File: config.mk
export PLATFORM = sky130hd
export DESIGN_NAME = rib_arbiter
export DESIGN_NICKNAME = d
export VERILOG_FILES = /design/src/rtl/rib_pkg.sv /design/src/rtl/rib_arbiter_rr_picker.sv /design/src/rtl/rib_arbiter.sv
export SDC_FILE = /design/constraint.sdc
export NUM_CORES = 1
export LEC_CHECK = 0
export CORE_MARGIN = 4
export CORE_UTILIZATION = 50
export CTS_BUF_LIST = sky130_fd_sc_hd__clkbuf_16
export CTS_CLUSTER_DIAMETER = 50
export DETAILED_ROUTE_END_ITERATION = 8
export GPL_TIMING_DRIVEN = 0
export PLACE_DENSITY = 0.82
export REMOVE_ABC_BUFFERS = 1
export SLEW_MARGIN = 10
export SYNTH_ARGS = -nofsm -noshare
export SYNTH_HDL_FRONTEND = slang
export SYNTH_SLANG_ARGS = --single-unit
File: constraint.sdc
create_clock -name clk_i -period 5.5 [get_ports clk_i]
set_clock_uncertainty 0.1 [all_clocks]
set_input_delay 1.1 -clock clk_i [delete_from_list [all_inputs] [get_ports clk_i]]
set_output_delay 1.1 -clock clk_i [all_outputs]
set_load 0.05 [all_outputs]
File: src/rtl/rib_pkg.sv
// Shared RIB arbiter types, defaults and small index helpers.
package rib_pkg;

   localparam int unsigned RIB_NUM_MASTERS_DEF = 4;
   localparam int unsigned RIB_TIMEOUT_DEF     = 16;
   localparam int unsigned RIB_JTAG_IDX        = RIB_NUM_MASTERS_DEF - 1;

   typedef enum logic {
      ARB_IDLE = 1'b0,
      ARB_BUSY = 1'b1
   } arb_state_e;

   // JTAG always sits on the highest master index.
   function automatic int unsigned rib_jtag_idx(input int unsigned num_masters);
      return num_masters - 1;
   endfunction

   function automatic int unsigned rib_wrap_inc(input int unsigned idx, input int unsigned n);
      return ((idx + 1) >= n) ? 0 : (idx + 1);
   endfunction

endpackage

File: src/rtl/rib_arbiter_rr_picker.sv
// Masked round-robin priority encoder: first requester at or after ptr_i, wrapping.
module rr_picker #(
   parameter int unsigned N  = 3,
   parameter int unsigned IW = 2
) (
   input  logic [N-1:0]  req_i,
   input  logic [IW-1:0] ptr_i,
   output logic [N-1:0]  gnt_o,
   output logic [IW-1:0] idx_o,
   output logic          valid_o
);

   logic [N-1:0] low_mask;
   logic [N-1:0] masked;
   logic [N-1:0] sel;

   // Requests at or above the pointer take precedence; otherwise wrap to the bottom.
   assign low_mask = (N'(1) << ptr_i) - N'(1);
   assign masked   = req_i & ~low_mask;
   assign sel      = (|masked) ? masked : req_i;
   assign gnt_o    = sel & (~sel + N'(1));
   assign valid_o  = |req_i;

   always_comb begin
      idx_o = '0;
      for (int i = 0; i < int'(N); i++) begin
         if (gnt_o[i]) idx_o = IW'(i);
      end
   end

endmodule

File: src/rtl/rib_arbiter.sv
// RIB slave-port arbiter: JTAG absolute priority, round-robin for the rest, lock and timeout.
module rib_arbiter
   import rib_pkg::*;
#(
   parameter int unsigned NUM_MASTERS = RIB_NUM_MASTERS_DEF,
   parameter int unsigned TIMEOUT     = RIB_TIMEOUT_DEF
) (
   input  logic                           clk_i,
   input  logic                           rst_i,
   input  logic [NUM_MASTERS-1:0]         req_i,
   input  logic [NUM_MASTERS-1:0]         lock_i,
   input  logic                           slv_ack_i,
   output logic [NUM_MASTERS-1:0]         gnt_o,
   output logic [$clog2(NUM_MASTERS)-1:0] gnt_id_o,
   output logic                           busy_o,
   output logic                           err_o,
   output logic                           hold_flag_rib_o
);

   localparam int unsigned IDW  = $clog2(NUM_MASTERS);
   localparam int unsigned CW   = $clog2(TIMEOUT + 1);
   localparam int unsigned RRN  = NUM_MASTERS - 1;
   localparam int unsigned JTAG = rib_jtag_idx(NUM_MASTERS);

   arb_state_e             state_q, state_d;
   logic [NUM_MASTERS-1:0] gnt_q, gnt_d;
   logic [IDW-1:0]         gnt_id_q, gnt_id_d;
   logic [IDW-1:0]         rr_ptr_q, rr_ptr_d;
   logic [CW-1:0]          cnt_q, cnt_d;
   logic                   busy_q, busy_d;
   logic                   err_q, err_d;

   logic                   owner_req;
   logic                   owner_lock;
   logic                   owner_jtag;
   logic                   ack_release;
   logic [IDW-1:0]         ptr_next;
   logic [IDW-1:0]         ptr_arb;
   logic [NUM_MASTERS-1:0] arb_req;
   logic [RRN-1:0]         pick_gnt;
   logic [IDW-1:0]         pick_idx;
   logic                   pick_valid;
   logic [NUM_MASTERS-1:0] win_gnt;
   logic [IDW-1:0]         win_id;
   logic                   win_valid;

   assign owner_req   = |(req_i & gnt_q);
   assign owner_lock  = |(lock_i & gnt_q);
   assign owner_jtag  = gnt_q[JTAG];
   assign ack_release = (state_q == ARB_BUSY) && slv_ack_i && !owner_lock;
   assign ptr_next    = IDW'(rib_wrap_inc(32'(gnt_id_q), RRN));

   // The releasing owner is masked out and the pointer already steps past it.
   assign arb_req = req_i & ~gnt_q;
   assign ptr_arb = (ack_release && !owner_jtag) ? ptr_next : rr_ptr_q;

   rr_picker #(
      .N  (RRN),
      .IW (IDW)
   ) u_rr_picker (
      .req_i   (arb_req[RRN-1:0]),
      .ptr_i   (ptr_arb),
      .gnt_o   (pick_gnt),
      .idx_o   (pick_idx),
      .valid_o (pick_valid)
   );

   always_comb begin
      win_gnt   = '0;
      win_id    = '0;
      win_valid = 1'b0;
      if (arb_req[JTAG]) begin
         win_gnt[JTAG] = 1'b1;
         win_id        = IDW'(JTAG);
         win_valid     = 1'b1;
      end else if (pick_valid) begin
         win_gnt   = NUM_MASTERS'(pick_gnt);
         win_id    = pick_idx;
         win_valid = 1'b1;
      end
   end

   // Next-state: ack beats drop-out beats timeout while busy.
   always_comb begin
      state_d  = state_q;
      gnt_d    = gnt_q;
      gnt_id_d = gnt_id_q;
      rr_ptr_d = rr_ptr_q;
      cnt_d    = cnt_q;
      err_d    = 1'b0;
      case (state_q)
         ARB_IDLE: begin
            if (win_valid) begin
               state_d  = ARB_BUSY;
               gnt_d    = win_gnt;
               gnt_id_d = win_id;
               cnt_d    = '0;
            end
         end
         ARB_BUSY: begin
            if (slv_ack_i) begin
               cnt_d = '0;
               if (!owner_lock) begin
                  if (!owner_jtag) rr_ptr_d = ptr_next;
                  if (win_valid) begin
                     gnt_d    = win_gnt;
                     gnt_id_d = win_id;
                  end else begin
                     state_d  = ARB_IDLE;
                     gnt_d    = '0;
                     gnt_id_d = '0;
                  end
               end
            end else if (!owner_req) begin
               state_d  = ARB_IDLE;
               gnt_d    = '0;
               gnt_id_d = '0;
               cnt_d    = '0;
            end else if (cnt_q == CW'(TIMEOUT - 1)) begin
               state_d  = ARB_IDLE;
               gnt_d    = '0;
               gnt_id_d = '0;
               cnt_d    = '0;
               err_d    = 1'b1;
               if (!owner_jtag) rr_ptr_d = ptr_next;
            end else if (cnt_q != '1) begin
               cnt_d = cnt_q + CW'(1);
            end
         end
         default: begin
            state_d = ARB_IDLE;
            gnt_d   = '0;
         end
      endcase
      busy_d = |gnt_d;
   end

   always_ff @(posedge clk_i) begin
      if (rst_i) begin
         state_q  <= ARB_IDLE;
         gnt_q    <= '0;
         gnt_id_q <= '0;
         rr_ptr_q <= '0;
         cnt_q    <= '0;
         busy_q   <= 1'b0;
         err_q    <= 1'b0;
      end else begin
         state_q  <= state_d;
         gnt_q    <= gnt_d;
         gnt_id_q <= gnt_id_d;
         rr_ptr_q <= rr_ptr_d;
         cnt_q    <= cnt_d;
         busy_q   <= busy_d;
         err_q    <= err_d;
      end
   end

   assign gnt_o           = gnt_q;
   assign gnt_id_o        = gnt_id_q;
   assign busy_o          = busy_q;
   assign err_o           = err_q;
   assign hold_flag_rib_o = req_i[0] & ~gnt_q[0];

endmodule

==> impl_metrics.py, run 1 <==
metrics = {
    "synth": {
        "synth_compound_gate_area_share": 0.298,
        "synth_seq_cells": 16,
        "synth.area.top_cells": "dfxtp_1 34%, nand2b_1 6.0%, a21oi_1 4.8%, nor2_1 4.8%, nor2b_1 4.6%",
        "netlist-cell-type-count": 43,
        "synth_xor_area_frac": 0.00926,
        "yosys.area_share.simple": 0.286,
        "synth-main-ff-cell": "dfxtp_1",
        "yosys.area.top_type_share": 0.339,
        "synth_top_family_by_area": "compound AO/OA/AOI/OAI gates",
        "muxShareOfSynthArea": 0.0357,
        "ys.warnings.count": 0,
        "synth_area_leader_cell": "dfxtp_1",
        "syn-cell-area_um2": 946,
        "avgSynthCellArea_um2": 8.68,
        "synth_common_cells": "16 x dfxtp_1, 12 x nor2_1, 9 x a21oi_1, 9 x nand2b_1, 7 x nor2b_1",
        "synth-edff-count": 0,
        "synth_cells": 109,
        "ys_async_sr_fraction": 0,
        "synth.most_common_cell": "dfxtp_1",
        "synth_fa_ha_area_frac": 0.0132,
        "yosysSeqAreaShare": 0.339,
    },
    "layout": {
        "multi_input_area_um2": 607,
        "regArea_um2": 320,
        "drive_gt1_frac": 0.0846,
        "diodes": 0,
        "finalNetCount": 143,
        "fin_cells": 155,
        "nFillCells": 152,
        "area_growth_pct": 31.0,
    },
    "worst_hold_path": {
        "min_path_type": "flop to flop",
    },
    "setup_path": {
        "arrival_ps": 2700,
        "cp_max_fo": 4,
        "critPathLaunchType": "input pin",
        "crit_path_end_kind": "output pin",
        "critPathRequiredTime_ps": 4300,
        "path_class": "input pin to output pin",
    },
    "outcome": {
        "outcome": "complete, no violations",
    },
    "floorplan": {
        "start_util": 0.536,
        "die_height_um": 51.5,
        "ios": 20,
        "die-area_um2": 2650,
        "die_w_um": 51.5,
        "rows": 15,
        "core-area_um2": 1760,
    },
    "clocking": {
        "clockBufferDepth": 2,
        "post_cts_buffers": 0,
        "clkSinkCount": 16,
        "htreeDepth": 1,
        "hold_buffers": 0,
        "clk_latency_ps": 240,
        "cts_resized": 0,
        "cts_root_buffer": "clkbuf_16",
        "tritoncts": "done",
        "clk_pin_slew_ps": 50,
        "numCtsBuffers": 3,
    },
    "detailed_routing": {
        "dr.pass1.iters": 4,
        "finalWirelength_mm": 2.43,
        "vias_per_cell": 6.15,
        "wire_per_inst_um": 15.7,
        "ant_nets": 0,
        "drc": 0,
        "drt_iter0_drc": 62,
        "vias": 953,
    },
    "pwr": {
        "peakVddDrop_mv": 0.202,
        "p_leak_nw": 0.467,
        "power_density_nw_per_um2": 288,
        "p_total_uw": 357,
    },
    "flow_run": {
        "drv_cap": 0,
    },
    "sta": {
        "min_period_ps": 3900,
        "fin_ws_ps": 1600,
        "tightest_slew_ps": 627,
        "hold_viol": 0,
        "finalMaxSlewViolations": 0,
        "tns_ps": 0,
        "period_share": 0.709,
        "rsz0062_at_grt": "no",
        "setup_viol": 0,
        "fmax_ghz": 0.257,
        "hold_slack_ps": 386,
        "max_slew_margin": 0.580,
    },
    "global_routing": {
        "grt_max_degree": 19,
        "grt_first_pass_wirelength_mm": 4.10,
        "grt_antenna_before_repair": 0,
        "grt.overflow.total": 0,
        "gr-usage-all-layers": 0.204,
        "first_global_vias": 902,
    },
    "placed_design": {
        "dp_hpwl_mm": 1.77,
        "io_buffers": 19,
        "place.gp.congestion": 0.926,
        "post-place-cells": 151,
        "post-place-ws_ps": 1670,
    },
}
## where the power goes
part	internal, mW	switching (mW)
Clock	0.0964	0.0444
Combinational	0.0342	0.0523
Sequential	0.122	0.00726
Total	0.253	0.104
## worst max-delay path: stages
cell	delay, ps
clkdlybuf4s50_1	490
nand2b_1	140
inv_1	150
clkdlybuf4s50_1	820
## metal layers
layer	track usage	wire length, µm
met4	0.0917	42
met1	0.259	1030
met3	0.0458	248
met5	0	0
met2	0.328	1110
## per-stage QoR
stage | instance area, µm² | util
after floorplan | 938 | -
after global placement | 1160 | 0.657
after detailed placement | 1160 | 0.657
after CTS | 1240 | 0.702
after global routing | 1240 | 0.702
final | 1240 | 0.702
## worst paths after layout
check                        startpoint                     to  slack, ps  cells after the start
setup / recovery               req_i[0]        hold_flag_rib_o       1600                      4
hold reg to reg   cnt_q[4]$_SDFFE_PP0P_  cnt_q[4]$_SDFFE_PP0P_        390                      1
setup reg to reg  cnt_q[0]$_SDFFE_PP0P_      busy_o$_SDFF_PP0_       3290                      7
hold / removal    cnt_q[4]$_SDFFE_PP0P_  cnt_q[4]$_SDFFE_PP0P_        390                      1
## flip-flops by register name, summed over array words and instances (netlist names)
signal / cells
busy_o: 1
cnt_q: 5
err_o: 1
gnt_id_o: 2
gnt_o: 4
rr_ptr_q: 2
state_q: 1
## logic make-up (layout without fill, tap and decap cells)
| kind of cell | count (synthesis) | count (layout) |
|---|---|---|
| AOI/OAI and AO/OA | 36 | 36 |
| xor gates and xnor gates | 1 | 1 |
| DFF | 16 | 16 |
| muxes | 3 | 3 |
| and+or+nand+nor | 47 | 47 |
| buffers and inverters | 5 | 26 |
| adders and majority gates | 1 | 1 |
## cell type report
class	instances	area share
Inverter	3	0.00909
Clock inverter	1	0.00303
Timing Repair Buffer	19	0.154
Tap cell	25	0.0253
Clock buffer	3	0.0606
Multi-Input combinational cell	88	0.490
Sequential cell	16	0.259
## cells in the final DEF, fill, tap and decap left out, drive strengths merged, types with 2 or more instances in the layout
cell type      instances
clkdlybuf4s50         19
dfxtp                 16
nor2                  12
a21oi                 10
nand2b                 9
nor2b                  8
o21ai                  5
a22oi                  4
inv                    3
nand2                  3
clkbuf                 3
mux2i                  3
o211ai                 2
nand4                  2
nand4b                 2
nor3                   2
a211o                  2
nor3b                  2
and3                   2
a21boi                 2
nand3                  2
a32oi                  2
(Power assumes the default switching activity.)
==> inputs of run 2 (changes only) <==
--- a/config.mk
+++ b/config.mk
@@ -6,12 +6,12 @@
 export NUM_CORES = 1
 export LEC_CHECK = 0
 export CORE_MARGIN = 4
-export CORE_UTILIZATION = 50
+export CORE_UTILIZATION = 44
 export CTS_BUF_LIST = sky130_fd_sc_hd__clkbuf_16
 export CTS_CLUSTER_DIAMETER = 50
 export DETAILED_ROUTE_END_ITERATION = 8
 export GPL_TIMING_DRIVEN = 0
-export PLACE_DENSITY = 0.82
+export PLACE_DENSITY = 0.76
 export REMOVE_ABC_BUFFERS = 1
 export SLEW_MARGIN = 10
 export SYNTH_ARGS = -nofsm -noshare
==> constraint.sdc (replaced) <==
create_clock -name clk_i -period 3.1 [get_ports clk_i]
set_clock_uncertainty 0.1 [all_clocks]
set_input_delay 0.62 -clock clk_i [delete_from_list [all_inputs] [get_ports clk_i]]
set_output_delay 0.62 -clock clk_i [all_outputs]
set_load 0.05 [all_outputs]
==> impl_metrics.py, run 2 (synthesis results as in run 1) <==
metrics = {
    "floorplan": {
        "ios": 20,
        "start_util": 0.472,
        "die_w_um": 54.4,
        "die_height_um": 54.4,
        "die-area_um2": 2960,
        "core-area_um2": 2000,
        "rows": 16,
    },
    "setup_path": {
        "critPathRequiredTime_ps": 2380,
        "crit_path_top_delay_cell": "clkdlybuf4s50_1",
        "path_class": "input pin to output pin",
        "cp_cell_sequence": "clkdlybuf4s50_1, nand2b_1, inv_1, clkdlybuf4s50_1",
        "cp_max_fo": 4,
        "arrival_ps": 2170,
        "cpPeakStageDelay_ps": 810,
        "rrSetupSlack_ps": 830,
        "critPathMostFrequentCell": "clkdlybuf4s50_1",
        "critPathLaunchType": "input pin",
        "crit_path_end_kind": "output pin",
    },
    "detailed_routing": {
        "finalWirelength_mm": 2.48,
        "vias_per_cell": 6.19,
        "wire_per_inst_um": 15.9,
        "drc": 0,
        "dr.pass1.iters": 4,
        "ant_nets": 0,
        "vias": 965,
        "drt_iter0_drc": 29,
    },
    "pwr": {
        "peakVddDrop_mv": 0.360,
        "p_total_uw": 628,
        "p_leak_nw": 0.465,
        "power_density_nw_per_um2": 507,
    },
    "global_routing": {
        "gr-usage-all-layers": 0.191,
        "grt_max_degree": 19,
        "grt_first_pass_wirelength_mm": 4.04,
        "first_global_vias": 933,
        "grt.overflow.total": 0,
        "grt_antenna_before_repair": 0,
    },
    "sta": {
        "finalMaxSlewViolations": 0,
        "max_slew_margin": 0.596,
        "period_share": 0.933,
        "fmax_ghz": 0.346,
        "hold_viol": 0,
        "tightest_slew_ps": 604,
        "hold_slack_ps": 391,
        "rsz0062_at_grt": "no",
        "fin_ws_ps": 208,
        "setup_viol": 0,
        "min_period_ps": 2890,
        "tns_ps": 0,
    },
    "layout": {
        "regMostFlops": "cnt_q",
        "largest_reg_flops": 5,
        "area_growth_pct": 30.8,
        "final_common_cell": "clkdlybuf4s50_1",
        "final_util": 0.618,
        "multi_input_area_um2": 607,
        "regArea_um2": 320,
        "diodes": 0,
        "layout_common_cells": "19 x clkdlybuf4s50_1, 16 x dfxtp_1, 12 x nor2_1, 9 x nand2b_1, 9 x a21oi_1",
        "final_cell_area_um2": 1240,
        "finalNetCount": 143,
        "nFillCells": 177,
        "fin_cells": 156,
        "drive_gt1_frac": 0.0853,
    },
    "placed_design": {
        "post-place-ws_ps": 231,
        "io_buffers": 19,
        "placed_cell_area_um2": 1160,
        "post-place-cells": 153,
        "dp_hpwl_mm": 1.82,
        "place.gp.congestion": 0.867,
    },
    "clocking": {
        "clockBufferDepth": 2,
        "clkSinkCount": 16,
        "numCtsBuffers": 3,
        "post_cts_buffers": 0,
        "tritoncts": "done",
        "hold_buffers": 0,
        "cts_resized": 0,
        "cts_root_buffer": "clkbuf_16",
        "clk_pin_slew_ps": 50,
        "clk_latency_ps": 240,
        "htreeDepth": 1,
    },
    "flow_run": {
        "drv_cap": 0,
    },
    "worst_hold_path": {
        "min_path_type": "flop to flop",
    },
    "outcome": {
        "outcome": "complete, no violations",
    },
}
run 2: power breakdown:
part           switching, mW  internal, mW
clock network         0.0750         0.169
logic                 0.0927        0.0608
registers             0.0127         0.217
total                  0.180         0.447
run 2: cell type report:
cell class / count / area share
Inverter: 3 / 0.00910
Clock buffer: 3 / 0.0607
Timing Repair Buffer: 19 / 0.154
Sequential cell: 16 / 0.259
Tap cell: 27 / 0.0273
Multi-Input combinational cell: 88 / 0.490
run 2: final timing paths:
kind | start | cells past startpoint | to
max | req_i[0] | 4 | hold_flag_rib_o
min | gnt_id_o[0]$_SDFFE_PP0P_ | 2 | gnt_id_o[0]$_SDFFE_PP0P_
max reg2reg | cnt_q[0]$_SDFFE_PP0P_ | 7 | busy_o$_SDFF_PP0_
min reg2reg | gnt_id_o[0]$_SDFFE_PP0P_ | 2 | gnt_id_o[0]$_SDFFE_PP0P_
run 2: metal layers:
metal  vias to the layer above  share of wire  global-route usage
met5                         -              0                   0
met4                         0          0.015              0.0664
met3                         5          0.065              0.0490
met2                        44           0.46               0.323
met1                       465           0.46               0.231
li1                        451              -                   -
run 2: critical path: cells and delay by family:
kind / cells / cell delay, ps
buffers and inverters: 3 / 1430
and+or+nand+nor: 1 / 120
==> inputs of run 3 (changes only) <==
--- a/config.mk
+++ b/config.mk
@@ -11,8 +11,9 @@
 export CTS_CLUSTER_DIAMETER = 50
 export DETAILED_ROUTE_END_ITERATION = 8
 export GPL_TIMING_DRIVEN = 0
-export PLACE_DENSITY = 0.76
+export PLACE_DENSITY = 0.73
 export REMOVE_ABC_BUFFERS = 1
+export SETUP_SLACK_MARGIN = 0.15
 export SLEW_MARGIN = 10
 export SYNTH_ARGS = -nofsm -noshare
 export SYNTH_HDL_FRONTEND = slang
==> impl_metrics.py, run 3 (synthesis results as in run 1) <==
metrics = {
    "floorplan": {
        "start_util": 0.472,
        "rows": 16,
        "die-area_um2": 2960,
        "die_w_um": 54.4,
        "core-area_um2": 2000,
        "ios": 20,
        "die_height_um": 54.4,
    },
    "layout": {
        "largest_reg_flops": 5,
        "final_util": 0.618,
        "final_common_cell": "clkdlybuf4s50_1",
        "nFillCells": 174,
        "finalNetCount": 143,
        "diodes": 0,
        "area_growth_pct": 30.8,
        "regMostFlops": "cnt_q",
        "final_cell_area_um2": 1240,
        "layout_common_cells": "19 x clkdlybuf4s50_1, 16 x dfxtp_1, 12 x nor2_1, 9 x nand2b_1, 9 x a21oi_1",
        "drive_gt1_frac": 0.0853,
    },
    "clocking": {
        "clockBufferDepth": 2,
        "tritoncts": "done",
        "cts_resized": 0,
        "clkSinkCount": 16,
        "post_cts_buffers": 0,
        "hold_buffers": 0,
        "cts_root_buffer": "clkbuf_16",
        "clk_pin_slew_ps": 50,
        "clk_latency_ps": 240,
        "numCtsBuffers": 3,
        "htreeDepth": 1,
    },
    "flow_run": {
        "drv_cap": 0,
    },
    "pwr": {
        "peakVddDrop_mv": 0.332,
        "power.internal_uw": 447,
        "power.switching_uw": 182,
        "power_density_nw_per_um2": 509,
        "p_leak_nw": 0.465,
        "swShare": 0.290,
        "clock_power_share": 0.391,
        "power_frac_comb": 0.243,
        "p_total_uw": 630,
        "p_seq_frac": 0.366,
    },
    "global_routing": {
        "grt_first_pass_wirelength_mm": 3.73,
        "grt_max_degree": 19,
        "gr-usage-all-layers": 0.180,
        "first_global_vias": 817,
        "grt_antenna_before_repair": 0,
        "grt.overflow.total": 0,
    },
    "setup_path": {
        "r2r_end": "busy_o$_SDFF_PP0_",
        "cpPeakStageDelay_ps": 810,
        "critPathLaunchType": "input pin",
        "path_class": "input pin to output pin",
        "critPathBufInv": 3,
        "cp.depth": 4,
        "cp_cell_sequence": "clkdlybuf4s50_1, nand2b_1, inv_1, clkdlybuf4s50_1",
        "crit_path_top_delay_cell": "clkdlybuf4s50_1",
        "crit_path_end_kind": "output pin",
        "critPathRequiredTime_ps": 2380,
        "rrSetupSlack_ps": 840,
        "crit_family": "buffers and inverters",
        "reg2reg_from": "cnt_q[0]$_SDFFE_PP0P_",
        "worstSetupStartpoint": "req_i[0]",
        "arrival_ps": 2180,
        "critPathMostFrequentCell": "clkdlybuf4s50_1",
        "cp-endpoint": "hold_flag_rib_o",
        "r2r_cells": 7,
        "cp_max_fo": 4,
    },
    "worst_hold_path": {
        "min_path_type": "flop to flop",
    },
    "detailed_routing": {
        "drc": 0,
        "finalWirelength_mm": 2.43,
        "dr.pass1.iters": 5,
        "ant_nets": 0,
        "vias_per_cell": 6.02,
        "drt_iter0_drc": 67,
        "vias": 939,
        "wire_per_inst_um": 15.6,
    },
    "sta": {
        "setup_viol": 0,
        "finalMaxSlewViolations": 0,
        "tightest_slew_ps": 653,
        "period_share": 0.935,
        "hold_viol": 0,
        "rsz0062_at_grt": "no",
        "tns_ps": 0,
        "fmax_ghz": 0.345,
        "fin_ws_ps": 201,
        "max_slew_margin": 0.564,
        "min_period_ps": 2900,
    },
    "placed_design": {
        "dp_hpwl_mm": 1.73,
        "io_buffers": 19,
        "post-place-ws_ps": 218,
        "placed_cell_area_um2": 1160,
        "place.gp.congestion": 0.838,
    },
    "outcome": {
        "outcome": "complete, no violations",
    },
}
[run 3: cell counts in the layout (fill, tap and decap cells not counted)]
Identical to the previous run, type by type.
[run 3: worst min path at each step]
stage | depth (start not counted) | endpoint | from
floorplan | 2 | cnt_q[1]$_SDFFE_PP0P_ | cnt_q[1]$_SDFFE_PP0P_
global placement | 1 | cnt_q[4]$_SDFFE_PP0P_ | cnt_q[4]$_SDFFE_PP0P_
detailed placement | 1 | cnt_q[4]$_SDFFE_PP0P_ | cnt_q[4]$_SDFFE_PP0P_
CTS | 1 | cnt_q[4]$_SDFFE_PP0P_ | cnt_q[4]$_SDFFE_PP0P_
global route | 1 | cnt_q[4]$_SDFFE_PP0P_ | cnt_q[4]$_SDFFE_PP0P_
finish | 1 | cnt_q[4]$_SDFFE_PP0P_ | cnt_q[4]$_SDFFE_PP0P_
[run 3: worst register-to-register path: cells and delay by family (launching register included)]
kind / cells / cell delay (ps)
compound gates: 5 / 1100
flops: 1 / 370
simple gates: 1 / 260
fa+ha+maj: 1 / 250
[run 3: per-stage QoR]
stage | instances | hold slack [ps]
6_report | 156 | 381
5_1_grt | 156 | 418
4_1_cts | 156 | 383
3_5_place_dp | 153 | 376
3_3_place_gp | 153 | 374
2_1_floorplan | 107 | 357
[run 3: power groups by stage]
stage / sequential (mW) / clock [mW] / combinational [mW]
6_report: 0.230 / 0.246 / 0.153
5_1_grt: 0.231 / 0.261 / 0.164
4_1_cts: 0.230 / 0.249 / 0.152
3_5_place_dp: 0.234 / 0 / 0.150
3_3_place_gp: 0.233 / 0 / 0.149
2_1_floorplan: 0.259 / 0 / 0.0719
[run 3: cell type report]
class / count / area (µm²) / area share
tap: 27 / 33.8 / 0.0273
sequential: 16 / 320 / 0.259
timing repair buffer: 19 / 190 / 0.154
inverter: 3 / 11.3 / 0.00910
clock buffer: 3 / 75.1 / 0.0607
multi-input combinational: 88 / 607 / 0.490
[run 3: metal layers]
layer | global-route usage | vias up | routed length (µm)
li1 | - | 457 | -
met1 | 0.238 | 421 | 1080
met2 | 0.279 | 55 | 1060
met3 | 0.0409 | 6 | 248
met4 | 0.0747 | 0 | 45
met5 | 0 | - | 0
